`config.mk`:
```
export PLATFORM = sky130hd
export DESIGN_NAME = branch_ctrl
export DESIGN_NICKNAME = d
export VERILOG_FILES = /design/src/rtl/branch_ctrl_pkg.sv /design/src/rtl/sat_counter16.sv /design/src/rtl/branch_ctrl.sv
export SDC_FILE = /design/constraint.sdc
export NUM_CORES = 1
export LEC_CHECK = 0
export BUFFER_PORTS_ARGS = -buffer_cell sky130_fd_sc_hd__buf_2
export CAP_MARGIN = 10
export CORE_MARGIN = 4
export CORE_UTILIZATION = 49
export CTS_CLUSTER_SIZE = 20
export DETAILED_ROUTE_END_ITERATION = 6
export GPL_ROUTABILITY_DRIVEN = 0
export GPL_TIMING_DRIVEN = 0
export PLACE_DENSITY_LB_ADDON = 0.12
export SKIP_CTS_REPAIR_TIMING = 1
export SLEW_MARGIN = 20
export SYNTH_ARGS = -nofsm -noshare
export SYNTH_HDL_FRONTEND = slang
export SYNTH_HIERARCHICAL = 1
export SYNTH_SLANG_ARGS = --single-unit
```
`constraint.sdc`:
```
create_clock -name clk -period 2.1 [get_ports clk]
set_input_delay 0.105 -clock clk [delete_from_list [all_inputs] [get_ports clk]]
set_output_delay 0.105 -clock clk [all_outputs]
set_load 0.005 [all_outputs]
```
`src/rtl/branch_ctrl_pkg.sv`:
```
// Shared definitions for the branch controller: branch-op codes,
// FSM state encoding, PC step and the branch-target helper.
package branch_ctrl_pkg;

    localparam logic [1:0] BR_NONE = 2'b00;
    localparam logic [1:0] BR_LT   = 2'b01;
    localparam logic [1:0] BR_EQ   = 2'b10;
    localparam logic [1:0] BR_GT   = 2'b11;

    localparam logic [15:0] PC_STEP = 16'd2;

    typedef enum logic [1:0] {
        ST_RUN,
        ST_WAIT_OPND,
        ST_REDIRECT
    } state_t;

    // Offset is in instruction words; scale to bytes, wrap modulo 2^16.
    function automatic logic [15:0] br_target(
        input logic [15:0] base,
        input logic [7:0]  off
    );
        return base + {{7{off[7]}}, off, 1'b0};
    endfunction

endpackage

```
`src/rtl/sat_counter16.sv`:
```
// 16-bit event counter that sticks at 0xFFFF.
// Ports: clk, rst (async, active-high), en (count this cycle), count.
module sat_counter16 (
    input  logic        clk,
    input  logic        rst,
    input  logic        en,
    output logic [15:0] count
);

    always_ff @(posedge clk or posedge rst) begin
        if (rst)
            count <= 16'h0000;
        else if (en && (count != 16'hFFFF))
            count <= count + 16'd1;
    end

endmodule

```
`src/rtl/branch_ctrl.sv`:
```
// Branch resolution in ID: owns the fetch PC, waits for operands,
// redirects on taken branches and counts resolved/taken branches.
// Ports: clk, rst; ID branch info (id_branch_op, id_pc, id_offset);
// opnd_hazard, pipe_stall, jmp_true in; cmp_op, pc, flush_ifid,
// hold_ifid, br_count, taken_count out.
module branch_ctrl
    import branch_ctrl_pkg::*;
(
    input  logic        clk,
    input  logic        rst,
    input  logic [1:0]  id_branch_op,
    input  logic [15:0] id_pc,
    input  logic [7:0]  id_offset,
    input  logic        opnd_hazard,
    input  logic        pipe_stall,
    input  logic        jmp_true,
    output logic [1:0]  cmp_op,
    output logic [15:0] pc,
    output logic        flush_ifid,
    output logic        hold_ifid,
    output logic [15:0] br_count,
    output logic [15:0] taken_count
);

    state_t      state, state_nxt;
    logic [15:0] pc_nxt;
    logic        eval;
    logic        br_inc, tk_inc;

    always_ff @(posedge clk or posedge rst) begin
        if (rst) begin
            state <= ST_RUN;
            pc    <= 16'h0000;
        end else begin
            state <= state_nxt;
            pc    <= pc_nxt;
        end
    end

    always_comb begin
        state_nxt  = state;
        pc_nxt     = pc;
        cmp_op     = BR_NONE;
        flush_ifid = 1'b0;
        hold_ifid  = 1'b0;
        eval       = 1'b0;
        br_inc     = 1'b0;
        tk_inc     = 1'b0;

        // Outputs read as zero while reset is held, not only after an edge.
        if (rst) begin
            state_nxt = ST_RUN;
        end else if (pipe_stall) begin
            hold_ifid = 1'b1;
        end else begin
            unique case (state)
                ST_RUN: begin
                    if (id_branch_op == BR_NONE)
                        pc_nxt = pc + PC_STEP;
                    else if (opnd_hazard) begin
                        hold_ifid = 1'b1;
                        state_nxt = ST_WAIT_OPND;
                    end else
                        eval = 1'b1;
                end
                ST_WAIT_OPND: begin
                    if (opnd_hazard)
                        hold_ifid = 1'b1;
                    else if (id_branch_op == BR_NONE) begin
                        pc_nxt    = pc + PC_STEP;
                        state_nxt = ST_RUN;
                    end else
                        eval = 1'b1;
                end
                ST_REDIRECT: begin
                    // ID holds the squashed bubble; nothing to compare.
                    pc_nxt    = pc + PC_STEP;
                    state_nxt = ST_RUN;
                end
                default: state_nxt = ST_RUN;
            endcase

            if (eval) begin
                cmp_op = id_branch_op;
                br_inc = 1'b1;
                if (jmp_true) begin
                    flush_ifid = 1'b1;
                    tk_inc     = 1'b1;
                    pc_nxt     = br_target(id_pc, id_offset);
                    state_nxt  = ST_REDIRECT;
                end else begin
                    pc_nxt    = pc + PC_STEP;
                    state_nxt = ST_RUN;
                end
            end
        end
    end

    sat_counter16 u_br_cnt (
        .clk   (clk),
        .rst   (rst),
        .en    (br_inc),
        .count (br_count)
    );

    sat_counter16 u_tk_cnt (
        .clk   (clk),
        .rst   (rst),
        .en    (tk_inc),
        .count (taken_count)
    );

endmodule

```
=== After elaboration in Yosys (flattened, before gate mapping) ===
Index checks and enable logic that the tools add are counted.

* Multiply operators: 0
* Multiplexer cells: 36
* Reductions and logical operators: 7
* Eq/ne operators: 10
* Bitwise logic cells: 2
* Div/mod/pow operators: 0
* Shift-type cells: 0
* Add/subtract/negate cells: 4
* $lt $le $gt $ge: 0

{| class="wikitable"
|+ Operators with widths
! cell !! number
|-
| $mux 16 || 4
|-
| $pmux 16 s3 || 1
|-
| $add 16x1->16 const B || 2
|-
| $ne 16x16->1 const B || 2
|-
| $mux 2 || 11
|-
| $mux 1 || 17
|-
| $add 16x16->16 || 1
|-
| $add 16x2->16 const B || 1
|-
| $ne 4x4->1 const B || 4
|-
| $reduce_and 5->1 || 1
|-
| $logic_not 2->1 || 2
|-
| $pmux 1 s2 || 2
|-
| $pmux 2 s2 || 1
|-
| $reduce_and 4->1 || 1
|-
| $reduce_bool 4->1 || 1
|-
| $ne 3x3->1 const B || 1
|-
| $eq 2x1->1 const B || 1
|-
| $eq 2x2->1 const B || 1
|-
| $logic_and 1x1->1 || 2
|-
| $ne 2x2->1 const B || 1
|-
| $not 1->1 || 2
|}

* Bits in registers: 50
* Latch bits: 0
* Memory bits (read-only): 0
* Bits in writable memories: 0
* Logic and storage cells: 63
* Input bits: 31
* Memories: 0

=== Depth between registers and ports, before layout ===
* Depth after elaboration: 10
* Gate-level depth with buffers: 9
* Gate-level depth less buffers: 9

=== Modules after synthesis ===
The synthesis kept the hierarchy.

{| class="wikitable"
|+ By module, submodules not included
! module !! sequential area each (µm²) !! cells an instance !! times used !! area an instance (µm²)
|-
| branch_ctrl || 450.4 || 231 || 1 || 1830.5
|-
| sat_counter16 || 400.4 || 71 || 2 || 805.8
|}

=== Worst setup path after synthesis ===
No wires, ideal clock.

* Path type: reg2reg
* Start: register state[1]
* End: register u_tk_cnt.count[14]
* Slack: -0.013 ns
* Path buffers: 0
* Arrival: 1.988 ns
* Clock period less this slack: 2.113 ns
* Setup time: 0.125 ns
* Cell stages (with the launch flop): 9
* Data required time: 1.975 ns
* Cell sequence: dfrtp_1 -> nor2_1 -> and3_1 -> nand2_2 -> inv_2 -> and4_1 -> nand3_1 -> nor2_1 -> mux2_2

* Longest elaborated chain between the ends: 8
* Elaborated cells on any way between the ends: 9
* Those cells by class: eq/ne (1); mux (6); reduce/logical (2)

{| class="wikitable"
|+ Ends and longest elaborated chain
! element !! RTL line !! text
|-
| start: declaration || branch_ctrl.sv:25 || <nowiki>state_t state, state_nxt;</nowiki>
|-
| start signal: assignment || branch_ctrl.sv:35 || <nowiki>state <= state_nxt;</nowiki>
|-
| $eq 2x1->1 or $logic_not 2->1 (tied branches) || branch_ctrl.sv:56 || <nowiki>unique case (state)</nowiki>
|-
| $pmux 1 s2 (*) || branch_ctrl.sv:56 ||
|-
| $mux 1 (*) || branch_ctrl.sv:53 || <nowiki>end else if (pipe_stall) begin</nowiki>
|-
| $mux 1 (*) || branch_ctrl.sv:51 || <nowiki>if (rst) begin</nowiki>
|-
| $mux 1 (*) (3 in a row) || -- ||
|-
| net flush_ifid || branch_ctrl.sv:19 || <nowiki>output logic flush_ifid,</nowiki>
|-
| $logic_and 1x1->1 (*) || sat_counter16.sv:13 || <nowiki>else if (en && (count != 16'hFFFF))</nowiki>
|-
| end signal: assignment || sat_counter16.sv:14 || <nowiki>count <= count + 16'd1;</nowiki>
|-
| end: declaration || sat_counter16.sv:7 || <nowiki>output logic [15:0] count</nowiki>
|}

The timed path passes the listed nets; every way through them passes the cells marked *. The select of a mux whose other input is x is not followed.
A chain may end at the register's enable or synchronous reset.

=== Worst setup path after layout ===
* Start: register state[1]
* End: register u_br_cnt.count[14]

* Longest elaborated chain between the ends: 8
* Elaborated cells on any way between the ends: 9
* Those cells by class: eq/ne (1); mux (6); reduce/logical (2)

{| class="wikitable"
|+ Ends and longest elaborated chain
! element !! RTL line !! text
|-
| $eq 2x1->1 or $logic_not 2->1 (tied branches) || branch_ctrl.sv:56 ||
|-
| $pmux 1 s2 (*) || branch_ctrl.sv:56 ||
|-
| $mux 1 (*) || branch_ctrl.sv:53 ||
|-
| $mux 1 (*) || branch_ctrl.sv:51 ||
|-
| $mux 1 (*) || branch_ctrl.sv:83 || <nowiki>if (eval) begin</nowiki>
|-
| $mux 1 (*) || branch_ctrl.sv:53 ||
|-
| $mux 1 (*) || branch_ctrl.sv:51 ||
|-
| net br_inc || branch_ctrl.sv:28 || <nowiki>logic br_inc, tk_inc;</nowiki>
|-
| $logic_and 1x1->1 (*) || sat_counter16.sv:13 ||
|-
| end signal: assignment || sat_counter16.sv:14 ||
|-
| end: declaration || sat_counter16.sv:7 ||
|}

Marked as above.

==> out/results.ini <==
[clocking]
cts_root_buf = clkbuf_8
cts_buffers = 5
h-tree-depth = 2
path_clk_slew_ns = 0.10
cts_buffer_depth = 2
worstSkewPairLatency_ns = 0.30
clkSinkCount = 50
cts_tree = done

[sta]
finalHoldViolCount = 18
hold-worst-slack_ns = -0.0234
relSlewSlack = 0.478
tightest_slew_ns = 0.782
setup_viol = 0
max_freq_ghz = 0.489
fin_crit_ns = 2.05
setup_slack_ns = 0.0530
final_max_slew_viol_count = 0
period_share = 0.975
finalSetupTns_ns = 0
finalClockSkew_ns = 0.0105

[run_status]
violations = negative hold slack
outcome = complete, but fails checks

[placement]
hpwlAfterDp_um = 6370
port_buffers = 82
pre_cts_slack_ns = -0.456
dp_cells = 551

[route]
routedWlPerCell_um = 15.0
route.detailed.drc = 0
avgViaCountPerCell = 5.68
vias = 3255
drt.antenna.violating_nets = 0
wirelength_um = 8570
drtPass1Iterations = 4
drt_iter0_markers = 125

[pwr]
p_sw_mw = 1.06
p_clk_frac = 0.225
ir_drop_uv = 491
pwr-share-seq = 0.473
power_frac_comb = 0.302
p_sw_frac = 0.354
intPower_mw = 1.94
leakagePower_nw = 2.02
power.density_nw_per_um2 = 708

[cells_and_area]
regArea_um2 = 1250
nFillCells = 610
area_growth_syn_to_layout_pct = 23.4
fin_nets = 525
multi_input_comb_area_um2 = 2170
drive_above_1_share = 0.298
instances_no_fill = 573
post-route-util = 0.625
diodes = 0

[synth]
ys_seq_elements = 50
yosysMostFrequentCell = dfrtp_1
ys_async_sr_fraction = 1.00
synth_warnings = 6
dominantRegCellSynth = dfrtp_1
synth_commonest_cells = dfrtp_1, a21oi_1, nand2_1, nor2_1, xnor2_1
netlist_instances = 373
synth-seq-area-share = 0.364
syn_nets = 422
synth-edff-count = 0
yosys.area.top_type_share = 0.364
synth_top_area_cell = dfrtp_1
synth_area_leaders = dfrtp_1, xnor2_1, ha_1
syn_area_um2 = 3440
avgSynthCellArea_um2 = 9.23
yosysUniqueCellTypes = 60

[global_routing]
antenna_found_initial = 0
grt_pass1_vias = 3031
grt_overflow_total = 0
grt_max_degree = 20
grt_pass1_wl_um = 14100
grt_util_all_layers = 0.201

[critical_path]
r2r_end = u_br_cnt/count[14]$_DFFE_PP0P_
cp_data_required_time_ns = 2.28
start_kind = flip-flop
ff2ff_setup_slack_ns = 0.05
cp_max_fo = 6
cp.arrival_ns = 2.23
reg2regPathDepth = 7
reg2reg_from = state[1]$_DFFE_PP0P_
path_class = reg2reg
end_kind = flip-flop

[worst_hold_path]
hp-class = in2async

[floorplanning]
start_util = 0.507
die-area_um2 = 8430
core_um2 = 6790
die_h_um = 91.8
io_pins = 83
die_w_um = 91.8
row_count = 30

[run]
drv_cap = 0

==> power groups by stage <==
stage,clock network (mW),registers (mW),logic [mW]
2_1_floorplan,0,1.40,0.528
3_3_place_gp,0,1.43,0.860
3_5_place_dp,0,1.44,0.889
4_1_cts,0.693,1.42,0.893
5_1_grt,0.738,1.47,1.03
6_report,0.678,1.42,0.907
==> registers in the layout (all words and copies together), names as in the netlist <==
signal          count
pc                 16
u_br_cnt/count     16
u_tk_cnt/count     16
state               2
==> cells by family after synthesis <==
| kind of cell | Yosys count | synth area share |
|---|---|---|
| adders and majority gates | 18 | 0.0676 |
| buffers and inverters | 17 | 0.0193 |
| AOI/OAI and AO/OA | 91 | 0.177 |
| muxes | 8 | 0.0251 |
| xor gates and xnor gates | 29 | 0.0738 |
| DFF | 50 | 0.364 |
| and+or+nand+nor | 160 | 0.274 |
==> per-layer routing <==
metal | wire length (um) | GRT usage | part of all wire | up-vias
li1 | - | - | - | 1609
met1 | 3860 | 0.260 | 0.45 | 1564
met2 | 4150 | 0.343 | 0.48 | 74
met3 | 457 | 0.0435 | 0.053 | 8
met4 | 101 | 0.0483 | 0.012 | 0
met5 | 0 | 0 | 0 | -
==> through the flow <==
stage          power (mW)  hold slack (ns)  cell area (um2)
2_1_floorplan        1.93           0.0187             3440
3_3_place_gp         2.29            0.248             3980
3_5_place_dp         2.33            0.257             3980
4_1_cts              3.00          -0.0720             4090
5_1_grt              3.23           0.0249             4250
6_report             3.01          -0.0234             4250
==> cell usage in the layout, fill, tap and decap left out, drive strengths merged, types with 3 or more instances in the layout <==
master	netlist	routed
a211oi	5	5
a21o	7	7
a21oi	31	31
a311oi	3	3
and3	18	18
and4	8	8
buf	2	96
clkbuf	4	10
dfrtp	50	50
ha	17	17
inv	11	11
mux2	5	5
mux2i	3	3
nand2	34	34
nand2b	4	4
nand3	25	25
nand4	16	16
nor2	30	30
nor3	12	12
nor4	4	4
o21a	5	5
o21ai	16	16
o22ai	8	8
or3	3	3
xnor2	25	25
xor2	4	4
==> cell type report <==
cell class	instances	area share
multi-input cells	306	0.511
clock buffers	6	0.0171
clock inverters	2	0.00883
well taps	96	0.0283
inverters	11	0.0115
repair buffers	96	0.122
plain buffers	6	0.00589
flip-flops and latches	50	0.295
==> worst max path at each step <==
stage	from	endpoint	slack [ns]	cells after the start
after floorplan	state[1]$_DFFE_PP0P_	u_tk_cnt/count[14]$_DFFE_PP0P_	0.03	8
after global routing	state[1]$_DFFE_PP0P_	u_tk_cnt/count[15]$_DFFE_PP0P_	-0.02	9
after CTS	state[1]$_DFFE_PP0P_	u_tk_cnt/count[14]$_DFFE_PP0P_	-0.48	8
final	state[1]$_DFFE_PP0P_	u_br_cnt/count[14]$_DFFE_PP0P_	0.05	7
after global placement	state[1]$_DFFE_PP0P_	u_tk_cnt/count[14]$_DFFE_PP0P_	-0.41	8
after detailed placement	state[1]$_DFFE_PP0P_	u_tk_cnt/count[14]$_DFFE_PP0P_	-0.46	8
==> critical path, stage by stage, from the launching register on <==
cell,delay (ns)
dfrtp_2,0.47
nor2_4,0.13
buf_4,0.14
and3_1,0.26
and4_1,0.29
nand3_1,0.14
nor2_1,0.15
mux2_2,0.35
No activity file was read; power rests on OpenSTA's default activity.
